`config.mk`:
```
export PLATFORM = sky130hd
export DESIGN_NAME = fifo_byte_serializer
export DESIGN_NICKNAME = d
export VERILOG_FILES = /design/src/rtl/ahb3lite_pkg.sv /design/src/rtl/fifo_byte_serializer_lane_mux.sv /design/src/rtl/fifo_byte_serializer.sv
export SDC_FILE = /design/constraint.sdc
export NUM_CORES = 1
export LEC_CHECK = 0
export BUFFER_PORTS_ARGS = -buffer_cell sky130_fd_sc_hd__buf_2
export CAP_MARGIN = 20
export CORE_ASPECT_RATIO = 0.8
export CORE_UTILIZATION = 45
export CTS_CLUSTER_DIAMETER = 100
export DETAILED_ROUTE_END_ITERATION = 7
export GPL_TIMING_DRIVEN = 0
export PLACE_DENSITY = 0.84
export SLEW_MARGIN = 20
export SYNTH_ARGS = -nofsm -noshare
export SYNTH_HDL_FRONTEND = slang
export SYNTH_HIERARCHICAL = 1
export SYNTH_SLANG_ARGS = --single-unit
```
`constraint.sdc`:
```
create_clock -name CLK -period 2.75 [get_ports CLK]
set_clock_uncertainty 0.15 [all_clocks]
set_input_delay 0.1375 -clock CLK [delete_from_list [all_inputs] [get_ports CLK]]
set_output_delay 0.1375 -clock CLK [all_outputs]
set_load 0.1 [all_outputs]
```
`src/rtl/ahb3lite_pkg.sv`:
```
// Shared types for the byte serializer: FSM state encoding.
package ahb3lite_pkg;
  typedef enum logic [1:0] {SER_IDLE, SER_RUN, SER_DONE} fifo_ser_state_t;
endpackage

```
`src/rtl/fifo_byte_serializer_lane_mux.sv`:
```
// Picks one byte lane out of a FIFO word, counting from the MSB or the LSB.
module byte_lane_mux #(
  parameter  int WORD_W    = 32,
  parameter  bit MSB_FIRST = 1'b1,
  localparam int BYTES     = WORD_W / 8,
  localparam int LANE_W    = $clog2(BYTES)
) (
  input  logic [WORD_W-1:0] word,
  input  logic [LANE_W-1:0] lane,
  output logic [7:0]        byte_out
);
  always_comb begin
    byte_out = '0;
    for (int i = 0; i < BYTES; i++) begin
      if (lane == LANE_W'(i))
        byte_out = MSB_FIRST ? word[WORD_W-1-8*i -: 8] : word[8*i +: 8];
    end
  end
endmodule

```
`src/rtl/fifo_byte_serializer.sv`:
```
// Drains a show-ahead FIFO one byte at a time for a transfer of `length` bytes.
// Tail bytes of a partial final word are dropped by the last pop.
module fifo_byte_serializer
  import ahb3lite_pkg::*;
#(
  parameter int WORD_W    = 32,
  parameter int LEN_W     = 16,
  parameter bit MSB_FIRST = 1'b1
) (
  input  logic              CLK,
  input  logic              RESETn,
  input  logic              start,
  input  logic [LEN_W-1:0]  length,
  input  logic              abort,
  input  logic              fifo_empty,
  input  logic [WORD_W-1:0] fifo_dout,
  output logic              fifo_rd_en,
  output logic [7:0]        out_data,
  output logic              out_valid,
  input  logic              out_ready,
  output logic              out_last,
  output logic [LEN_W-1:0]  bytes_left,
  output logic              busy,
  output logic              done,
  output logic              aborted
);
  localparam int BYTES  = WORD_W / 8;
  localparam int LANE_W = $clog2(BYTES);

  if (WORD_W % 8 != 0 || WORD_W < 16) begin : g_bad_width
    $error("WORD_W must be a multiple of 8 and at least 16");
  end

  fifo_ser_state_t   state_q, state_d;
  logic [LANE_W-1:0] lane_q, lane_d;
  logic [LEN_W-1:0]  bytes_left_q, bytes_left_d;
  logic              done_q, done_d;
  logic              aborted_q, aborted_d;

  logic       xfer;
  logic       final_byte;
  logic [7:0] lane_byte;

  byte_lane_mux #(.WORD_W(WORD_W), .MSB_FIRST(MSB_FIRST)) u_mux (
    .word     (fifo_dout),
    .lane     (lane_q),
    .byte_out (lane_byte)
  );

  always_ff @(posedge CLK) begin
    if (!RESETn) begin
      state_q      <= SER_IDLE;
      lane_q       <= '0;
      bytes_left_q <= '0;
      done_q       <= 1'b0;
      aborted_q    <= 1'b0;
    end else begin
      state_q      <= state_d;
      lane_q       <= lane_d;
      bytes_left_q <= bytes_left_d;
      done_q       <= done_d;
      aborted_q    <= aborted_d;
    end
  end

  always_comb begin
    state_d      = state_q;
    lane_d       = lane_q;
    bytes_left_d = bytes_left_q;
    aborted_d    = 1'b0;
    case (state_q)
      SER_IDLE: begin
        if (start) begin
          lane_d = '0;
          if (length == '0) begin
            state_d = SER_DONE;
          end else begin
            state_d      = SER_RUN;
            bytes_left_d = length;
          end
        end
      end
      SER_RUN: begin
        // abort wins over a transfer offered in the same cycle
        if (abort) begin
          state_d      = SER_IDLE;
          bytes_left_d = '0;
          lane_d       = '0;
          aborted_d    = 1'b1;
        end else if (xfer) begin
          bytes_left_d = bytes_left_q - LEN_W'(1);
          if (final_byte) begin
            state_d = SER_DONE;
            lane_d  = '0;
          end else if (lane_q == LANE_W'(BYTES-1)) begin
            lane_d = '0;
          end else begin
            lane_d = lane_q + LANE_W'(1);
          end
        end
      end
      SER_DONE: state_d = SER_IDLE;
      default:  state_d = SER_IDLE;
    endcase
    done_d = (state_d == SER_DONE);
  end

  // RESETn gating keeps the combinational outputs quiet while reset is held
  always_comb begin
    out_valid  = RESETn && (state_q == SER_RUN) && !fifo_empty && !abort;
    xfer       = out_valid && out_ready;
    final_byte = (bytes_left_q == LEN_W'(1));
    fifo_rd_en = xfer && ((lane_q == LANE_W'(BYTES-1)) || final_byte);
    out_last   = out_valid && final_byte;
    out_data   = out_valid ? lane_byte : 8'h00;
    busy       = RESETn && (state_q != SER_IDLE);
    bytes_left = bytes_left_q;
    done       = done_q;
    aborted    = aborted_q;
  end
endmodule

```
==> flow_summary_export.csv, run 1 <==
group,metric,value,unit
placement,post-dp-hpwl,4.04,mm
clock_tree,clk_path_buf_depth,2,
worst_setup_path,path_class,"flip-flop to output pin",
power_and_ir_drop,max-vdd-ir-drop,0.358,mV
cells_and_area,layout_commonest_cell,"buf_2",
cells_and_area,antenna_cells,0,
yosys,synth_edf_count,0,
power_and_ir_drop,p_seq_share,34.3,%
clock_tree,cts_tree,"built",
yosys,postSynthCellCount,198,
yosys,synth_area,1640,sq um
yosys,syn_nets,255,
power_and_ir_drop,power.internal,607,uW
placement,routabilityCongestion,0.937,
cells_and_area,regArea,440,sq um
global_route,grt_first_pass_wirelength,8.46,mm
power_and_ir_drop,p_leak,0.000997,uW
clock_tree,clock_latency,0.27,ns
detailed_routing,drc,0,
yosys,synthFlopType,"dfxtp_1",
floorplan,die_x,69.5,um
clock_tree,cts_num_sinks,22,
cells_and_area,multi_input_area,1130,sq um
clock_tree,clk_pin_slew,0.07,ns
power_and_ir_drop,p_clk_share,21.8,%
floorplan,die_height,56.0,um
floorplan,coreArea,3450,sq um
floorplan,rows,19,
sta,hold_viol_final,0,
detailed_routing,postRouteAntennaNets,0,
floorplan,start_util,47.5,%
yosys,async_reset_ff_share,0,%
sta,rsz0062_at_grt,"false",
sta,slew_violations,0,
sta,max_freq,388,MHz
global_route,grt_overflow,0,
sta,tns,0,ns
placement,pre_cts_ws,0.175,ns
floorplan,die_area,3890,sq um
clock_tree,cts_root_buffer,"clkbuf_8",
placement,io_buffer_count,83,
global_route,antenna_found_initial,0,
sta,tightest_slew,0.843,ns
sta,hold_slack,0.0206,ns
detailed_routing,wirelength,5.24,mm
worst_setup_path,cp_max_fo,7,
cells_and_area,drive_gt1_share,42.5,%
yosys,synth.avg_cell_area,8.28,sq um
worst_hold_path,hold_path.class,"input port to flip-flop",
sta,slew_headroom,43.3,%
sta,fin_crit,2.58,ns
yosys,post_synth_num_cell_types,52,
clock_tree,htreeDepth,1,
cells_and_area,final_cell_mix,"buf_2, dfxtp_1, nor2_1",
yosys,synth-seq-cells,22,
outcome,outcome,"completed",
cells_and_area,syn_to_final_growth,35.7,%
detailed_routing,wire_per_inst,15.9,um
worst_setup_path,arrival,2.29,ns
floorplan,ios,84,
detailed_routing,firstDrtPassIters,5,
detailed_routing,vias,1940,
sta,finalCritPeriodShare,93.7,%
yosys,ys_warn_count,6,
power_and_ir_drop,p_sw,478,uW
power_and_ir_drop,comb_power_share,43.9,%
worst_setup_path,crit_path_start_kind,"flip-flop",
yosys,ys_seq_area_share,26.9,%
power_and_ir_drop,switching_share,44.1,%
global_route,grt_max_degree,13,
detailed_routing,drt_iter0_drc,233,
detailed_routing,via_per_inst,5.90,
power_and_ir_drop,power.density,488,nW/um^2
worst_setup_path,endpoint_kind,"output pin",
global_route,grt_pass1_vias,1809,
global_route,track_usage,26.8,%
clock_tree,cts_inserted_buffers,3,
sta,setup_violations,0,
worst_setup_path,critPathRequiredTime,2.46,ns
run,cap_violations,0,
cells_and_area,fill_cells,309,
sta,worst_slack,0.173,ns
cells_and_area,nets,345,
cell usage after synthesis, types with 2 or more instances:
cell / n / share of area (%)
a32o_1: 2 / 1.2
a221oi_1: 4 / 2.1
nand2b_1: 4 / 1.5
nand3b_1: 2 / 0.92
o41ai_1: 3 / 1.6
nand4_1: 3 / 1.1
buf_2: 4 / 1.2
ha_1: 3 / 2.3
and2_1: 9 / 3.4
o21ai_0: 13 / 4.0
a31oi_1: 3 / 1.1
a21oi_1: 16 / 4.9
xor2_1: 2 / 1.1
clkbuf_1: 5 / 1.1
mux4_2: 8 / 11
inv_1: 7 / 1.6
dfxtp_1: 22 / 27
nor3_1: 5 / 1.5
nand3_1: 7 / 2.1
nor4_1: 7 / 2.7
nor2_1: 20 / 4.6
nand2_1: 15 / 3.4
a211oi_1: 4 / 1.8
a21o_1: 2 / 0.92
worst max-delay path, cell delays in order (launching register included):
cell	delay, ns
dfxtp_1	0.37
or4_4	0.60
nor2_1	0.29
and3_1	0.29
o211a_2	0.19
buf_4	0.28
per-stage QoR:
step | cells | cell area [sq um] | util (%) | total power [uW]
2_1_floorplan | 198 | 1650 | - | 726
3_3_place_gp | 323 | 2120 | 61.4 | 833
3_5_place_dp | 323 | 2120 | 61.4 | 842
4_1_cts | 329 | 2210 | 64.2 | 1080
5_1_grt | 329 | 2220 | 64.5 | 1130
6_report | 329 | 2220 | 64.5 | 1080
power by group through the flow:
stage          Sequential (uW)  Combinational (uW)  Clock (uW)
3_3_place_gp               377                 456           0
6_report                   372                 477         236
2_1_floorplan              528                 198           0
4_1_cts                    371                 469         245
3_5_place_dp               378                 464           0
5_1_grt                    376                 502         253
what timing repair did:
action	CTS	global route
endpoints found under the setup margin	9	11
endpoints found under the hold margin	2	0
hold buffers	2	0
buffers inserted	0	0
gates resized for setup	9	3
metal layers:
metal	wire, um	GRT usage, %
met1	2280	40.0
met2	2420	40.6
met3	477	4.71
met4	60	4.96
met5	0	0
sequential cells by signal, summed over array words and instances (netlist names):
name	count
state_q	2
lane_q	2
aborted	1
done	1
bytes_left	16
worst paths after layout:
path	startpoint	end	slack, ns	cells after the start
max reg2reg	bytes_left[0]	bytes_left[14]	0.46	7
min	length[8]	bytes_left[8]	0.02	3
max	bytes_left[6]	fifo_rd_en	0.17	5
min reg2reg	lane_q[1]	lane_q[1]	0.34	2
area by class of cell:
class / instances / share of cell area [%]
Clock buffer: 4 / 2.47
Multi-Input combinational cell: 157 / 51.0
Timing Repair Buffer: 85 / 20.6
Sequential cell: 22 / 19.8
Inverter: 7 / 1.18
Buffer: 12 / 2.64
Tap cell: 42 / 2.36
kinds of logic after synthesis:
logic type	Yosys count	synth area share (%)
AO/OA/AOI/OAI	58	23.9
flip-flops	22	26.9
XOR/XNOR	3	1.60
buffers and inverters	19	5.19
AND/OR/NAND/NOR	84	28.5
adder cells (fa/ha/maj)	3	2.29
multiplexers	9	11.6
Note: power is estimated with default switching activity, not from simulation.
==> inputs of run 2 (changes only) <==
--- a/config.mk
+++ b/config.mk
@@ -9,10 +9,11 @@
 export CAP_MARGIN = 20
 export CORE_ASPECT_RATIO = 0.8
 export CORE_UTILIZATION = 45
+export CTS_BUF_LIST = sky130_fd_sc_hd__clkbuf_16
 export CTS_CLUSTER_DIAMETER = 100
 export DETAILED_ROUTE_END_ITERATION = 7
 export GPL_TIMING_DRIVEN = 0
-export PLACE_DENSITY = 0.84
+export PLACE_DENSITY = 0.76
 export SLEW_MARGIN = 20
 export SYNTH_ARGS = -nofsm -noshare
 export SYNTH_HDL_FRONTEND = slang
==> constraint.sdc (replaced) <==
create_clock -name CLK -period 2.75 [get_ports CLK]
set_clock_uncertainty 0.15 [all_clocks]
set_input_delay 0.55 -clock CLK [delete_from_list [all_inputs] [get_ports CLK]]
set_output_delay 0.55 -clock CLK [all_outputs]
set_load 0.1 [all_outputs]
==> flow_summary_export.csv, run 2 (same netlist as run 1, synthesis figures left out) <==
group,metric,value,unit
power_and_ir_drop,power.internal,675,uW
global_route,track_usage,27.2,%
sta,hold_viol_final,0,
detailed_routing,vias,1925,
sta,slew_violations,0,
floorplan,start_util,47.5,%
power_and_ir_drop,max-vdd-ir-drop,0.341,mV
clock_tree,cts_setup_buffers,0,
worst_setup_path,cp_max_fo,7,
power_and_ir_drop,comb_power_share,41.2,%
power_and_ir_drop,power.density,501,nW/um^2
detailed_routing,drt_iter0_drc,134,
detailed_routing,wl_met3,312,um
power_and_ir_drop,p_leak,0.00103,uW
clock_tree,cts_tree,"built",
global_route,grt_overflow,0,
detailed_routing,via_per_inst,5.90,
clock_tree,cts_root_buffer,"clkbuf_16",
detailed_routing,highest_layer,"met4",
floorplan,die_area,3890,sq um
power_and_ir_drop,p_sw,486,uW
sta,slew_headroom,58.7,%
floorplan,die_height,56.0,um
worst_setup_path,arrival,2.00,ns
detailed_routing,firstDrtPassIters,4,
detailed_routing,wl_met2,2.37,mm
clock_tree,htreeDepth,1,
sta,tns,0,ns
worst_setup_path,path_class,"flip-flop to output pin",
detailed_routing,wire_per_inst,16.1,um
cells_and_area,drive_gt1_share,45.4,%
worst_setup_path,critPathRequiredTime,2.05,ns
clock_tree,cts_hold_buf,0,
floorplan,rows,19,
detailed_routing,postRouteAntennaNets,0,
worst_hold_path,hold_path.class,"flip-flop to flip-flop",
cells_and_area,final_cell_mix,"buf_2, nor2_1, dfxtp_1",
power_and_ir_drop,p_seq_share,32.3,%
floorplan,coreArea,3450,sq um
clock_tree,clk_pin_slew,0.06,ns
run,cap_violations,0,
placement,io_buffer_count,83,
sta,max_freq,371,MHz
clock_tree,clock_latency,0.26,ns
clock_tree,clk_path_buf_depth,2,
sta,tightest_slew,0.613,ns
global_route,grt_pass1_vias,1713,
detailed_routing,wirelength,5.25,mm
sta,finalCritPeriodShare,98.0,%
worst_setup_path,endpoint_kind,"output pin",
sta,hold_slack,0.345,ns
global_route,grt_max_degree,12,
power_and_ir_drop,switching_share,41.8,%
global_route,grt_first_pass_wirelength,8.45,mm
clock_tree,cts_inserted_buffers,3,
worst_setup_path,crit_path_start_kind,"flip-flop",
cells_and_area,syn_to_final_growth,41.5,%
cells_and_area,antenna_cells,0,
floorplan,die_x,69.5,um
power_and_ir_drop,p_clk_share,26.5,%
floorplan,ios,84,
detailed_routing,drc,0,
sta,rsz0062_at_grt,"false",
global_route,antenna_found_initial,0,
cells_and_area,nets,343,
detailed_routing,m1WireLength,2.53,mm
cells_and_area,largest_register_ffs,16,
placement,post-dp-hpwl,3.91,mm
clock_tree,cts_num_sinks,22,
placement,routabilityCongestion,0.908,
sta,fin_crit,2.70,ns
sta,setup_violations,0,
outcome,outcome,"completed",
cells_and_area,layout_commonest_cell,"buf_2",
run 2: what timing repair did:
action | CTS | global route
setup endpoints to repair | 11 | 11
gates resized for setup | 24 | 6
gates cloned | 0 | 0
run 2: power groups by stage:
stage          clock (uW)  sequential [uW]  combinational, uW
6_report              308              375                478
5_1_grt               327              379                505
4_1_cts               310              374                470
3_5_place_dp            0              380                463
3_3_place_gp            0              378                459
2_1_floorplan           0              530                200
run 2: worst paths after layout:
kind,to,startpoint,cells after the start,slack (ns)
worst max-delay path,fifo_rd_en,bytes_left[6],5,0.05
worst max register to register,bytes_left[8],bytes_left[0],7,0.48
worst min-delay path,lane_q[1],lane_q[1],2,0.35
worst min register to register,lane_q[1],lane_q[1],2,0.35
run 2: metal layers:
layer	vias up	track usage (%)
li1	930	-
met1	914	40.4
met2	74	40.5
met3	7	5.43
met4	0	6.12
met5	-	0
run 2: critical path: stages (launching register included):
cell and delay (ns):
dfxtp_2 0.35, or4_4 0.58, nor2_2 0.18, and3_2 0.26, o211a_4 0.17, buf_8 0.19
run 2: layout make-up:
class	instances	area, sq um
fillers	270	1130
well taps	42	52.6
clock buffers	3	75.1
repair buffers	83	482
flip-flops and latches	22	445
inverters	7	26.3
plain buffers	12	61.3
multi-input cells	157	1180
run 2: metrics by stage:
stage	std cells	area, sq um	util, %	setup WS, ns	total power, uW
floorplan	198	1670	-	-0.0392	729
global placement	323	2140	62.1	-0.194	838
detailed placement	323	2140	62.1	-0.202	843
CTS	326	2290	66.5	0.00910	1150
global route	326	2320	67.3	0.00826	1210
finish	326	2320	67.3	0.0543	1160
==> inputs of run 3 (changes only) <==
--- a/config.mk
+++ b/config.mk
@@ -5,6 +5,7 @@
 export SDC_FILE = /design/constraint.sdc
 export NUM_CORES = 1
 export LEC_CHECK = 0
+export ABC_AREA = 1
 export BUFFER_PORTS_ARGS = -buffer_cell sky130_fd_sc_hd__buf_2
 export CAP_MARGIN = 20
 export CORE_ASPECT_RATIO = 0.8
@@ -13,7 +14,7 @@
 export CTS_CLUSTER_DIAMETER = 100
 export DETAILED_ROUTE_END_ITERATION = 7
 export GPL_TIMING_DRIVEN = 0
-export PLACE_DENSITY = 0.76
+export PLACE_DENSITY = 0.74
 export SLEW_MARGIN = 20
 export SYNTH_ARGS = -nofsm -noshare
 export SYNTH_HDL_FRONTEND = slang
==> constraint.sdc (replaced) <==
create_clock -name CLK -period 3.36 [get_ports CLK]
set_clock_uncertainty 0.15 [all_clocks]
set_input_delay 0.672 -clock CLK [delete_from_list [all_inputs] [get_ports CLK]]
set_output_delay 0.672 -clock CLK [all_outputs]
set_load 0.1 [all_outputs]
==> flow_summary_export.csv, run 3 <==
group,metric,value,unit
detailed_routing,wirelength,5.77,mm
worst_setup_path,crit_cells,8,
sta,rsz0062_at_grt,"false",
global_route,grt_overflow,0,
cells_and_area,antenna_cells,0,
global_route,track_usage,26.1,%
sta,slew_violations,0,
sta,hold_viol_final,0,
worst_setup_path,crit_top_cell,"inv_2",
clock_tree,cts_num_sinks,22,
worst_setup_path,crit_path_start_kind,"input port",
worst_setup_path,arrival,1.89,ns
floorplan,coreArea,3930,sq um
worst_hold_path,hold_path.class,"flip-flop to flip-flop",
yosys,synth_area_leaders,"dfxtp_1, nand2_1, nor2_1, nand3_1, inv_1",
yosys,synthFlopType,"dfxtp_1",
floorplan,rows,20,
cells_and_area,drive_gt1_share,28.1,%
sta,fin_crit,2.71,ns
detailed_routing,wire_per_inst,12.1,um
yosys,synth.avg_cell_area,5.75,sq um
placement,routabilityCongestion,0.977,
sta,tightest_slew,0.536,ns
yosys,synth_top_cell_area_share,23.0,%
yosys,synth.most_common_cell,"nand2_1",
worst_setup_path,cpLargestDelayFamily,"buffers and inverters",
outcome,outcome,"completed",
worst_setup_path,rr_worst_depth,8,
floorplan,die_area,4520,sq um
cells_and_area,syn_to_final_growth,29.6,%
worst_setup_path,r2r_setup_slack,1.72,ns
worst_setup_path,critPathLaunch,"RESETn",
sta,setup_violations,0,
clock_tree,cts_tree,"built",
placement,io_buffer_count,83,
worst_setup_path,endpoint_kind,"output pin",
worst_setup_path,cp_max_fo,10,
floorplan,start_util,48.7,%
yosys,synth_edf_count,0,
detailed_routing,vias,2404,
cells_and_area,final_util,63.2,%
clock_tree,cts_setup_buffers,0,
worst_setup_path,path_buf_inv,5,
yosys,synth-seq-cells,22,
global_route,grt_use_met1,39.3,%
worst_setup_path,r2r-start,"state_q[0]",
clock_tree,cts_root_buffer,"clkbuf_16",
placement,post-dp-hpwl,4.55,mm
worst_setup_path,cp_slowest_cell,"buf_2",
floorplan,die_x,74.9,um
clock_tree,cts_inserted_buffers,3,
run,cap_violations,0,
clock_tree,clk_pin_slew,0.06,ns
cells_and_area,largest_register_ffs,16,
yosys,ys_top_cells_by_count,"nand2_1, nor2_1, nand3_1, inv_1, dfxtp_1",
cells_and_area,layout_commonest_cell,"buf_2",
yosys,postSynthCellCount,333,
sta,slew_headroom,64.2,%
worst_setup_path,endpoint,"out_last",
floorplan,die_height,60.3,um
worst_setup_path,path_class,"input port to output pin",
sta,tns,0,ns
sta,hold_slack,0.377,ns
yosys,yosysTopAreaCell,"dfxtp_1",
power_and_ir_drop,p_leak,0.00131,uW
sta,finalCritPeriodShare,80.6,%
power_and_ir_drop,power.density,417,nW/um^2
detailed_routing,drt_iter0_drc,243,
clock_tree,clock_latency,0.26,ns
yosys,syn_nets,390,
worst_setup_path,critPathRequiredTime,2.54,ns
cells_and_area,final_cell_mix,"buf_2, nand2_1, nor2_1",
detailed_routing,postRouteAntennaNets,0,
cells_and_area,nets,478,
global_route,grt_max_degree,13,
global_route,grt_pass1_vias,1923,
clock_tree,clk_path_buf_depth,2,
detailed_routing,firstDrtPassIters,4,
yosys,post_synth_num_cell_types,26,
worst_setup_path,slowest_delay,0.43,ns
global_route,globalRoute.busiestLayer,"met2",
power_and_ir_drop,max-vdd-ir-drop,0.252,mV
global_route,grt_first_pass_wirelength,9.03,mm
global_route,grt.met2_usage,40.5,%
yosys,ys_seq_area_share,23.0,%
worst_setup_path,crit_chain,"buf_2 -> inv_2 -> nor2_4 -> inv_2 -> nor2_4 -> inv_2 -> nor2_2 -> buf_2",
yosys,ys_warn_count,6,
yosys,async_reset_ff_share,0,%
yosys,synth_area,1910,sq um
clock_tree,cts_hold_buf,0,
detailed_routing,via_per_inst,5.06,
detailed_routing,drc,0,
worst_setup_path,worst_r2r_endpoint,"bytes_left[9]",
clock_tree,ctsResizeCount,0,
sta,max_freq,369,MHz
global_route,grt.met3_usage,3.82,%
floorplan,ios,84,
clock_tree,htreeDepth,1,
global_route,antenna_found_initial,0,
run 3: worst min-delay path by stage:
stage / cells after the start / start / to / slack (ns)
after floorplan: 2 / state_q[0] / aborted / 0.36
final: 2 / bytes_left[0] / bytes_left[0] / 0.38
after global placement: 2 / bytes_left[0] / bytes_left[0] / 0.35
after CTS: 2 / bytes_left[3] / bytes_left[3] / 0.38
after detailed placement: 2 / bytes_left[3] / bytes_left[3] / 0.37
after global routing: 2 / bytes_left[3] / bytes_left[3] / 0.40
run 3: report_power, final:
| group | switching (uW) | leakage, uW | internal, uW |
|---|---|---|---|
| registers | 27.9 | 0.000182 | 283 |
| clock network | 101 | 0.0000385 | 159 |
| logic | 339 | 0.00109 | 124 |
| total | 469 | 0.00131 | 566 |
run 3: metal layers:
metal  wire, um  part of all wire, %
met3        444                  7.7
met5          0                    0
met2       2540                   44
met4         15                 0.26
met1       2760                   48
run 3: layout make-up:
| class | count | area, sq um |
|---|---|---|
| clock inverter | 1 | 3.75 |
| tap | 55 | 68.8 |
| multi-input combinational | 261 | 1250 |
| buffer | 9 | 75.1 |
| inverter | 41 | 154 |
| fill | 402 | 1450 |
| clock buffer | 3 | 75.1 |
| sequential | 22 | 440 |
| timing repair buffer | 83 | 415 |
run 3: kinds of logic (layout without fill, tap and decap cells):
group                    after synthesis  after routing  share of synthesized area (%)
XOR/XNOR                               1              1                          0.458
AO/OA/AOI/OAI                         35             35                           9.61
adder cells (fa/ha/maj)                3              3                           1.96
AND/OR/NAND/NOR                      222            222                           53.0
buffers and inverters                 50            137                           12.0
flip-flops                            22             22                           23.0
run 3: metrics by stage:
step / area [sq um] / total power, uW / setup WS [ns] / instances
floorplan: 1920 / 669 / -0.333 / 333
global placement: 2400 / 771 / 0.662 / 471
detailed placement: 2400 / 775 / 0.658 / 471
CTS: 2480 / 1030 / 0.656 / 475
global route: 2480 / 1090 / 0.593 / 475
finish: 2480 / 1030 / 0.652 / 475
run 3: worst reg2reg max path: cells and delay by family, from the launching register on:
| kind | cells | cell delay [ns] |
|---|---|---|
| DFF | 1 | 0.42 |
| and+or+nand+nor | 5 | 0.50 |
| buffers and inverters | 3 | 0.45 |
